--- src/rtl/oci_dct_pkg.sv ---
// rtl/oci_dct_pkg.sv - shared constants, frame layout and state encoding for the DCT packer
package oci_dct_pkg;

    localparam int ATOM_W    = 2;               // bits per trace atom
    localparam int SLOTS     = 15;              // atoms per frame
    localparam int BUF_W     = SLOTS * ATOM_W;  // packing buffer width (30)
    localparam int COUNT_LSB = BUF_W;           // fill count sits above the buffer
    localparam int COUNT_W   = 4;
    localparam int FRAME_W   = COUNT_LSB + COUNT_W;

    // Frame as written to trace RAM: {count[3:0], buffer[29:0]}
    typedef struct packed {
        logic [COUNT_W-1:0] count;
        logic [BUF_W-1:0]   buffer;
    } frame_t;

    typedef enum logic [1:0] {
        COLLECT = 2'd0,
        DRAIN   = 2'd1,
        DONE    = 2'd2
    } state_e;

endpackage

--- src/rtl/nios_fprint_cpu_oci_dct_packer_if.sv ---
// rtl/nios_fprint_cpu_oci_dct_packer_if.sv - trace-write valid/ready port between packer and trace RAM
// Signals: tw_valid (frame offered), tw_data (frame_t), tw_addr (RAM word address), tw_ready (RAM takes frame).
// master = packer side, slave = trace RAM side.
interface nios_fprint_cpu_oci_dct_packer_if
    import oci_dct_pkg::*;
#(
    parameter int TRACE_AW = 7
) ();
    logic                tw_valid;
    frame_t              tw_data;
    logic [TRACE_AW-1:0] tw_addr;
    logic                tw_ready;

    modport master (output tw_valid, output tw_data, output tw_addr, input tw_ready);
    modport slave  (input tw_valid, input tw_data, input tw_addr, output tw_ready);
endinterface

--- src/rtl/oci_dct_outreg.sv ---
// rtl/oci_dct_outreg.sv - single-entry valid/ready holding register with wrapping trace address
// Ports: clk, reset_n (sync, active-low); load/frame_in from the packer; ready from trace RAM;
// valid/data/addr toward trace RAM; wrap (sticky); free (entry can take a frame this edge).
module oci_dct_outreg
    import oci_dct_pkg::*;
#(
    parameter int TRACE_AW = 7
) (
    input  logic                clk,
    input  logic                reset_n,
    input  logic                load,
    input  frame_t              frame_in,
    input  logic                ready,
    output logic                valid,
    output frame_t              data,
    output logic [TRACE_AW-1:0] addr,
    output logic                wrap,
    output logic                free
);

    // Entry may be reloaded on the same edge that hands the current frame off.
    assign free = !valid || ready;

    always_ff @(posedge clk) begin
        if (!reset_n) begin
            valid <= 1'b0;
            data  <= '0;
            addr  <= '0;
            wrap  <= 1'b0;
        end else begin
            if (valid && ready) begin
                addr <= addr + 1'b1;
                if (&addr)
                    wrap <= 1'b1;
            end
            if (load) begin
                valid <= 1'b1;
                data  <= frame_in;
            end else if (ready) begin
                valid <= 1'b0;
            end
        end
    end

endmodule

--- src/rtl/nios_fprint_cpu_oci_dct_packer.sv ---
// rtl/nios_fprint_cpu_oci_dct_packer.sv - packs 2-bit trace atoms into 30-bit frames and drains them to trace RAM
// Ports: clk, reset_n (sync, active-low); trc_on, atom_valid, atom, flush_req, end_req in;
// dct_buffer, dct_count (packing state); tw (master trace-write port); trc_wrap, trc_ovf,
// test_ending, test_has_ended status out.
module nios_fprint_cpu_oci_dct_packer
    import oci_dct_pkg::*;
#(
    parameter int TRACE_AW = 7
) (
    input  logic                     clk,
    input  logic                     reset_n,
    input  logic                     trc_on,
    input  logic                     atom_valid,
    input  logic [ATOM_W-1:0]        atom,
    input  logic                     flush_req,
    input  logic                     end_req,
    output logic [BUF_W-1:0]         dct_buffer,
    output logic [COUNT_W-1:0]       dct_count,
    nios_fprint_cpu_oci_dct_packer_if.master tw,
    output logic                     trc_wrap,
    output logic                     trc_ovf,
    output logic                     test_ending,
    output logic                     test_has_ended
);

    state_e              state;
    logic                flush_pending;
    logic                accept, flush_in, flush_eff, free, load, drop;
    logic [COUNT_W-1:0]  nxt_cnt;
    logic [BUF_W-1:0]    nxt_buf;
    frame_t              ld_frame;
    logic                or_valid;
    frame_t              or_data;
    logic [TRACE_AW-1:0] or_addr;

    assign accept    = atom_valid && trc_on && (state == COLLECT);
    assign flush_in  = flush_pending || (flush_req && (state == COLLECT));
    // Draining behaves like a flush held high until the buffer is empty.
    assign flush_eff = flush_in || (state == DRAIN);

    always_comb begin
        load     = 1'b0;
        drop     = 1'b0;
        ld_frame = '0;
        nxt_cnt  = dct_count;
        nxt_buf  = dct_buffer;
        if (accept && dct_count == COUNT_W'(SLOTS)) begin
            // Full buffer: the new atom either starts the next frame or is lost.
            if (free) begin
                load     = 1'b1;
                ld_frame = '{count: dct_count, buffer: dct_buffer};
                nxt_buf  = BUF_W'(atom);
                nxt_cnt  = COUNT_W'(1);
            end else begin
                drop = 1'b1;
            end
        end else begin
            if (accept) begin
                nxt_buf = dct_buffer | (BUF_W'(atom) << (ATOM_W * int'(dct_count)));
                nxt_cnt = dct_count + 1'b1;
            end
            if (free && (nxt_cnt == COUNT_W'(SLOTS) || (flush_eff && nxt_cnt != '0))) begin
                load     = 1'b1;
                ld_frame = '{count: nxt_cnt, buffer: nxt_buf};
                nxt_buf  = '0;
                nxt_cnt  = '0;
            end
        end
    end

    always_ff @(posedge clk) begin
        if (!reset_n) begin
            state          <= COLLECT;
            dct_buffer     <= '0;
            dct_count      <= '0;
            flush_pending  <= 1'b0;
            trc_ovf        <= 1'b0;
            test_ending    <= 1'b0;
            test_has_ended <= 1'b0;
        end else begin
            dct_buffer    <= nxt_buf;
            dct_count     <= nxt_cnt;
            // A flush of an empty buffer has nothing to wait for.
            flush_pending <= flush_in && !load && (nxt_cnt != '0);
            if (drop)
                trc_ovf <= 1'b1;
            case (state)
                COLLECT: if (end_req) begin
                    state       <= DRAIN;
                    test_ending <= 1'b1;
                end
                DRAIN: if (dct_count == '0 && !flush_pending && !or_valid) begin
                    state          <= DONE;
                    test_ending    <= 1'b0;
                    test_has_ended <= 1'b1;
                end
                default: state <= DONE;
            endcase
        end
    end

    oci_dct_outreg #(.TRACE_AW(TRACE_AW)) u_outreg (
        .clk      (clk),
        .reset_n  (reset_n),
        .load     (load),
        .frame_in (ld_frame),
        .ready    (tw.tw_ready),
        .valid    (or_valid),
        .data     (or_data),
        .addr     (or_addr),
        .wrap     (trc_wrap),
        .free     (free)
    );

    assign tw.tw_valid = or_valid;
    assign tw.tw_data  = or_data;
    assign tw.tw_addr  = or_addr;

endmodule

--- src/flat_wrapper.sv ---
// flat-port wrapper written by rule: the top's interface ports become plain ports
module nios_fprint_cpu_oci_dct_packer_flat import oci_dct_pkg::*;
#(
    parameter int TRACE_AW = 7
)
  (clk, reset_n, trc_on, atom_valid, atom, flush_req, end_req, dct_buffer, dct_count, trc_wrap, trc_ovf, test_ending, test_has_ended, tw_tw_valid, tw_tw_data, tw_tw_addr, tw_tw_ready);
  nios_fprint_cpu_oci_dct_packer_if #(.TRACE_AW(TRACE_AW)) tw_i ();
  input  logic clk;
  input  logic reset_n;
  input  logic trc_on;
  input  logic atom_valid;
  input  logic [ATOM_W-1:0] atom;
  input  logic flush_req;
  input  logic end_req;
  output logic [BUF_W-1:0] dct_buffer;
  output logic [COUNT_W-1:0] dct_count;
  output logic trc_wrap;
  output logic trc_ovf;
  output logic test_ending;
  output logic test_has_ended;
  output wire logic [$bits(tw_i.tw_valid)-1:0] tw_tw_valid;
  output wire logic [$bits(tw_i.tw_data)-1:0] tw_tw_data;
  output wire logic [$bits(tw_i.tw_addr)-1:0] tw_tw_addr;
  input wire logic [$bits(tw_i.tw_ready)-1:0] tw_tw_ready;
  assign tw_tw_valid = tw_i.tw_valid;
  assign tw_tw_data = tw_i.tw_data;
  assign tw_tw_addr = tw_i.tw_addr;
  assign tw_i.tw_ready = tw_tw_ready;
  nios_fprint_cpu_oci_dct_packer #(.TRACE_AW(TRACE_AW)) u_core (.clk(clk), .reset_n(reset_n), .trc_on(trc_on), .atom_valid(atom_valid), .atom(atom), .flush_req(flush_req), .end_req(end_req), .dct_buffer(dct_buffer), .dct_count(dct_count), .tw(tw_i), .trc_wrap(trc_wrap), .trc_ovf(trc_ovf), .test_ending(test_ending), .test_has_ended(test_has_ended));
endmodule
--- config.mk ---
export PLATFORM = sky130hd
export DESIGN_NAME = nios_fprint_cpu_oci_dct_packer_flat
export DESIGN_NICKNAME = d
export VERILOG_FILES = /design/src/rtl/oci_dct_pkg.sv /design/src/rtl/nios_fprint_cpu_oci_dct_packer_if.sv /design/src/rtl/oci_dct_outreg.sv /design/src/rtl/nios_fprint_cpu_oci_dct_packer.sv /design/src/flat_wrapper.sv
export SDC_FILE = /design/constraint.sdc
export NUM_CORES = 1
export LEC_CHECK = 0
export CAP_MARGIN = 20
export CORE_ASPECT_RATIO = 1.2
export CORE_MARGIN = 5
export CORE_UTILIZATION = 55
export CTS_CLUSTER_DIAMETER = 40
export DETAILED_ROUTE_END_ITERATION = 12
export DONT_BUFFER_PORTS = 1
export PLACE_DENSITY = 0.67
export REMOVE_ABC_BUFFERS = 1
export SLEW_MARGIN = 25
export SYNTH_ARGS = -nofsm -noshare
export SYNTH_HDL_FRONTEND = slang
export SYNTH_SLANG_ARGS = --single-unit
--- constraint.sdc ---
create_clock -name clk -period 3.4 [get_ports clk]
set_input_delay 0.34 -clock clk [delete_from_list [all_inputs] [get_ports clk]]
set_output_delay 0.34 -clock clk [all_outputs]
set_load 0.01 [all_outputs]
---- Yosys cells after proc, flatten, opt, wreduce, memory -nomap -nowiden ----
Cells that the tools add are included.
word-level totals
  register bits ........................... 83
  logic and storage cells ................. 75
operators by class
  add/subtract/negate cells ............... 2
  equal/unequal tests ..................... 6
  shift operators ......................... 1
  mux-type cells .......................... 25
  bitwise operators ....................... 1
  reductions and logical operators ........ 28
operators by type and width
  operator               count
  $mux W30               4
  $mux W34               3
  $or A30 B30 Y30        1
  $shl A2 B5 Y30         1
  $mux W4                5
  $logic_and A1 B1 Y1    11
  $mux W1                9
  $eq A4 B4 Y1 const B   2
  $reduce_and A8 Y1      1
  $reduce_bool A4 Y1     2
  $add A7 B1 Y7 const B  1
  $add A4 B1 Y4 const B  1
  $logic_not A4 Y1       1
  $logic_or A1 B1 Y1     4
  $mux W2                2
  $ne A2 B2 Y1 const B   2
  $pmux W2 S2            1
  $reduce_and A2 Y1      2
  $reduce_bool A2 Y1     2
  $logic_not A1 Y1       3
  $reduce_and A3 Y1      1
  $eq A2 B1 Y1 const B   1
  $logic_not A2 Y1       1
  $ne A2 B1 Y1 const B   1
  $pmux W1 S2            1

---- Depth between registers and ports, before layout ----
  word-level depth ........................ 13
  depth in mapped cells ................... 10
  gate-level depth less buffers ........... 8

---- Modules after synthesis ----
A second synthesis with hierarchy kept.
unflattened totals
  cells, all modules ...................... 462
  area total of the unflattened synthesis .. 3973.8 sq um
modules (own cells, without submodules)
  module                          instances  cells an instance  area each (sq um)  sequential area each (sq um)
  nios_fprint_cpu_oci_dct_packer  1          308                2289.7             800.8
  oci_dct_outreg                  1          154                1684.1             860.8

---- Least setup slack after synthesis ----
OpenSTA, ideal clock, no wires.
  kind .................................... flip-flop to flip-flop
  from .................................... register u_core.dct_count[1]
  to ...................................... register u_core.u_outreg.data[19] (netlist name)
  setup time .............................. 122 ps
  arrival ................................. 2486 ps
  required time ........................... 3278 ps
  setup slack ............................. 792 ps
  stages on the path, launching flop included .. 11
  buffers on the path ..................... 2
  clock period less this slack ............ 2608 ps
  cells stage by stage .................... dfxtp_1 > clkbuf_1 > clkinv_1 > ha_1 > nand2_1 > nor4_2 > nor3_1 > a211oi_4 > nor2b_1 > buf_6 > a221o_1
between the ends
  longest elaborated chain between the ends .. 9
  elaborated cells between the ends (all ways) .. 17
  classes of those cells .................. add/sub (1); eq/ne (2); shift (1); mux (7); bitwise (1); reduce/logical (5)
ends and longest elaborated chain
  what                                 RTL line                              source
  start: declaration                   nios_fprint_cpu_oci_dct_packer.sv:18  output logic [COUNT_W-1:0] dct_count,
  start signal: assignment             nios_fprint_cpu_oci_dct_packer.sv:82  dct_count <= nxt_cnt;
  $add A4 B1 Y4                        nios_fprint_cpu_oci_dct_packer.sv:60  nxt_cnt = dct_count + 1'b1;
  $mux W4                              nios_fprint_cpu_oci_dct_packer.sv:58  if (accept) begin
  $mux W4                              nios_fprint_cpu_oci_dct_packer.sv:47  if (accept && dct_count == COUNT_W'(SLOTS)) begin
  $reduce_bool A4 Y1                   nios_fprint_cpu_oci_dct_packer.sv:62  if (free && (nxt_cnt == COUNT_W'(SLOTS) || (flush_eff && nxt_cnt != '0))) begin
  $logic_and A1 B1 Y1                  nios_fprint_cpu_oci_dct_packer.sv:62
  $logic_or A1 B1 Y1                   nios_fprint_cpu_oci_dct_packer.sv:62
  $logic_and A1 B1 Y1                  nios_fprint_cpu_oci_dct_packer.sv:62
  $mux W34 or $mux W1 (tied branches)  nios_fprint_cpu_oci_dct_packer.sv:62
  $mux W34 or $mux W1 (tied branches)  nios_fprint_cpu_oci_dct_packer.sv:47
  end signal: assignment               oci_dct_outreg.sv:38                  data <= frame_in;
  end: declaration                     oci_dct_outreg.sv:15                  output frame_t data,
Parallel ways exist; a longest one is shown, timed or not. The select of a mux whose other input is x is not followed.
A chain may end at the register's enable or synchronous reset.

---- Worst setup path after layout ----
  from .................................... register u_core.dct_count[0]
  to ...................................... register u_core.dct_count[1]
between the ends
  longest elaborated chain between the ends .. 9
  elaborated cells between the ends (all ways) .. 12
  classes of those cells .................. add/sub (1); eq/ne (2); mux (4); reduce/logical (5)
ends and longest elaborated chain
  what                 RTL line
  $add A4 B1 Y4        nios_fprint_cpu_oci_dct_packer.sv:60
  $mux W4              nios_fprint_cpu_oci_dct_packer.sv:58
  $mux W4              nios_fprint_cpu_oci_dct_packer.sv:47
  $reduce_bool A4 Y1   nios_fprint_cpu_oci_dct_packer.sv:62
  $logic_and A1 B1 Y1  nios_fprint_cpu_oci_dct_packer.sv:62
  $logic_or A1 B1 Y1   nios_fprint_cpu_oci_dct_packer.sv:62
  $logic_and A1 B1 Y1  nios_fprint_cpu_oci_dct_packer.sv:62
  $mux W4              nios_fprint_cpu_oci_dct_packer.sv:62
  $mux W4 (*)          nios_fprint_cpu_oci_dct_packer.sv:47
Every way passes the cells marked *; elsewhere a longest branch is shown, timed or not. The select of a mux whose other input is x is not followed.

==> results by stage <==
Critical path:
- The endpoint of the lowest-slack register-to-register path is u_core.dct_count[1].
- The setup check on the worst reg-to-reg path leaves a slack of 0.67 ns.
- The data arrival time of the worst path is 3.00 ns.
- Together, buffers and inverters on the worst path number 1.
- The class of the most critical setup path is flip-flop to flip-flop.
- For this run, the slowest stage of the critical path takes 0.46 ns.
- The slowest stage of the critical path is the dfxtp_1 cell.
- The worst setup path is captured at a flip-flop.
- In this run the number of cells on the critical path is 7.
- The cell count of the worst reg-to-reg path is 7.
- The worst setup path is launched from a flip-flop.
- The launch instance of the worst register-to-register path is u_core.dct_count[0].
- The gate family responsible for the most delay along the worst path is compound AO/OA/AOI/OAI gates.
- The critical path data required time is 3.66 ns.
- Of all nets on the critical path, the largest fanout is 10.
- Traced cell by cell, the critical path runs through inv_1 > ha_1 > nor4b_1 > a22o_1 > or3_1 > a21oi_1 > o32ai_1.

Yosys:
- After technology mapping, the gate count stands at 406.
- The unique cell type count in the Yosys netlist is 54.
- The area of the mapped netlist is 3672 um2.
- The synthesized area per cell is 9.045 um2.
- The fraction of synthesis flops using an asynchronous set or reset pin is 0.
- The synthesized design contains 0 enable-type register cells.
- The Yosys step of the flow raised 0 warnings.
- The sequential fraction of the synthesis area is 0.4525.
- Synthesis inferred 83 register bits.
- The top flip-flop cell by instance count after synthesis is dfxtp_1.

Timing:
- Headroom to the max-slew limit came out at 0.4553.
- The minimum clock period is 2.734 ns.
- The number of endpoints with negative hold slack in the final report is 0.
- For this run, the top clock speed supported by timing is 365.8 MHz.
- The aggregate negative setup slack is 0 ns.
- The setup-violating endpoint count in the final report is 0.
- The count of pins over their slew limit was 0.
- The final period utilization is 0.8040.
- Setup repair after global routing left no endpoint under its margin.
- The transition time at the pin with the least slew margin is 0.8108 ns.
- The clock arrives with 0.006697 ns of skew.

Place:
- The half-perimeter wire length after detailed placement is 6907 um.
- Routability-driven placement finished with a final weighted congestion of 0.8982.
- In this run the cell area measured after placement is 3739 um2.
- The count of buffers inserted at the top-level ports is 0.

Drt:
- For this run, design rule violations remaining after detail routing come to 0.
- After detailed routing, the average wire length per cell comes to 20.27 um.
- The first-pass iteration count of the detailed router is 5.
- The DRC violation total after the first TritonRoute iteration is 300.
- Once detail routing completed, the nets flagged for antenna violations numbered 0.
- The total wire length is 9913 um.
- Detailed routing inserted a total of 3081 vias.
- Using the TritonRoute via totals, the vias-per-cell ratio works out to 6.301.

Cells and area:
- The library cell used most frequently in the layout, excluding fill and tap cells, is dfxtp_1.
- The net total in the final layout is 412.
- After routing the design area is 3954 um2.
- In the final layout, the share of cells above drive strength 1 is 0.08168.
- The repair_antennas step left the layout with diodes totalling 0.
- Once layout is complete, the utilization of the core stands at 0.6096.
- The top cell types in the final layout, fill and taps aside, are 83 x dfxtp_1, 46 x nand2_1, 33 x nor2_1, 24 x o21ai_0, 17 x a21oi_1.
- Relative to the synthesized area, the layout overhead comes to 7.666%.

GRT:
- The first-pass GRT wire length is 15870 um.
- The via count of the first global-routing pass came to 3021.
- The total overflow left after global routing is 0.
- The initial antenna violation count is 0.
- Entering global routing, the biggest net connects 49 pins.
- The overall global routing resource usage is 0.2368.

Hold path:
- The min-delay analysis places its worst path in the category input port to flip-flop.
- In this run the most critical hold path is launched from reset_n.
- The worst hold path terminates at u_core.test_has_ended.
- The count of cells along the worst hold path is 1.

Pwr:
- IR analysis of the VDD net gives a maximum drop of 360.8 uV.
- The power density over cell area is 513.8 nW/um2.
- For this design the static power due to leakage is 0.001506 uW.

Floorplan:
- The initial utilization of the core area, before any placement, comes to 0.5662.
- The number of placed I/O pins is 89.
- The die span in x is 84.59 um.
- The total area inside the core boundary comes to 6486 um2.
- The die boundary height is 99.51 um.
- The area of the die is 8418 um2.
- The floorplan has 32 rows.

Clock tree:
- Post-CTS repair changed the size of 0 cells.
- The clock slew at the register clock pins of the worst setup and hold paths is 0.08 ns.
- The H-tree was split into 3 levels.
- The clock root buffer is clkbuf_8.
- The number of hold buffers added after CTS was 0.
- In this run, CTS created clock tree buffers numbering 9.
- The worst-skew pair later-pin latency is 0.35 ns.
- The sink count of the clock tree is 83.
- Counting along the longest clock path gives a buffer depth of 2.
- The number of post-CTS setup repair buffers is 0.
- TritonCTS built the clock tree.

Run:
- The count of maximum capacitance violations is 0.

Run status:
- The flow ran to the end, and the final reports show no timing, DRC or antenna violations.
-- synth_stat cells (all sizes together) (2+ instances only) --
cell | n | share of area
buf | 9 | 0.014
a22oi | 6 | 0.012
nor2 | 33 | 0.034
xor2 | 4 | 0.0095
nand2b | 3 | 0.0051
a221o | 3 | 0.0082
a21o | 4 | 0.0082
nor4b | 2 | 0.0048
dfxtp | 83 | 0.45
nand3 | 14 | 0.019
mux2i | 3 | 0.0082
a32oi | 2 | 0.0048
o2bb2ai | 15 | 0.036
a32o | 10 | 0.027
a21oi | 17 | 0.023
a31oi | 5 | 0.0085
and3 | 3 | 0.0051
o21ai | 24 | 0.033
nor2b | 7 | 0.012
xnor2 | 5 | 0.012
ha | 3 | 0.010
and3b | 2 | 0.0048
nor3 | 12 | 0.016
a22o | 7 | 0.017
a2bb2oi | 4 | 0.0095
a211oi | 3 | 0.0095
o31ai | 4 | 0.0082
nand3b | 6 | 0.012
nor4 | 3 | 0.0085
and2 | 11 | 0.019
nand2 | 46 | 0.047
o21a | 8 | 0.016
o211a | 8 | 0.022
inv | 3 | 0.0031
clkbuf | 19 | 0.020
a31o | 2 | 0.0048
a41oi | 2 | 0.0048
-- power by group --
group	internal (uW)	total [uW]	switching, uW	leakage [uW]
sequential	1000	1050	42.0	0.000671
clock	432	782	350	0.000110
combinational	75.2	205	129	0.000725
-- flip-flops by register name, indices dropped and copies added, names as in the netlist --
register / flops
u_core.dct_buffer: 30
u_core.dct_count: 4
u_core.flush_pending: 1
u_core.state: 2
u_core.test_ending: 1
u_core.test_has_ended: 1
u_core.trc_ovf: 1
u_core.u_outreg.addr: 7
u_core.u_outreg.data: 34
u_core.u_outreg.valid: 1
u_core.u_outreg.wrap: 1
-- layer usage --
layer	routed length, um	GRT usage	vias up	share of wire
met5	0	0	-	0
met4	240	0.08039	0	0.024
met3	964	0.09279	21	0.097
met2	4622	0.3876	124	0.47
met1	4085	0.2839	1459	0.41
li1	-	-	1477	-
-- final cells by class --
class                   count  area (um2)
flip-flops and latches     83        1662
inverters                   4       15.01
repair buffers             11       82.58
clock inverters             4       73.82
multi-input cells         291        1873
fillers                   611        2532
clock buffers              11       141.4
well taps                  85       106.4
-- worst max path at each step --
stage                        start                  endpoint  slack, ns
4_1_cts        u_core.dct_count[0]  u_core.u_outreg.data[30]       0.72
5_1_grt        u_core.dct_count[0]       u_core.dct_count[1]       0.50
3_5_place_dp   u_core.dct_count[0]  u_core.u_outreg.data[30]       0.73
6_report       u_core.dct_count[0]       u_core.dct_count[1]       0.67
3_3_place_gp   u_core.dct_count[0]  u_core.u_outreg.data[30]       0.83
2_1_floorplan      u_core.state[1]  u_core.u_outreg.data[19]      0.004
-- metrics by stage --
stage | std cells | worst slack [ns] | hold WS [ns] | power, uW
final | 489 | 0.6663 | 0.1042 | 2032
after global routing | 489 | 0.4963 | 0.08846 | 2118
after CTS | 489 | 0.7154 | 0.09752 | 2041
after detailed placement | 474 | 0.7299 | 0.4697 | 1270
after global placement | 474 | 0.8321 | 0.4630 | 1266
after floorplan | 378 | 0.003583 | 0.4561 | 1201
-- worst register-to-register path, cell delays in order (launching register included) --
cell and delay, ns:
dfxtp_1 0.46, inv_1 0.18, ha_1 0.36, nor4b_1 0.35, a22o_1 0.35, or3_1 0.40
a21oi_1 0.22, o32ai_1 0.32
-- cell families after synthesis --
logic type / share of synthesized area
flops: 0.4525
compound gates: 0.2685
mux: 0.008177
simple gates: 0.2010
buf+inv: 0.03816
xor+xnor: 0.02146
fa+ha+maj: 0.01022
Power figures use the tool's default switching activity.
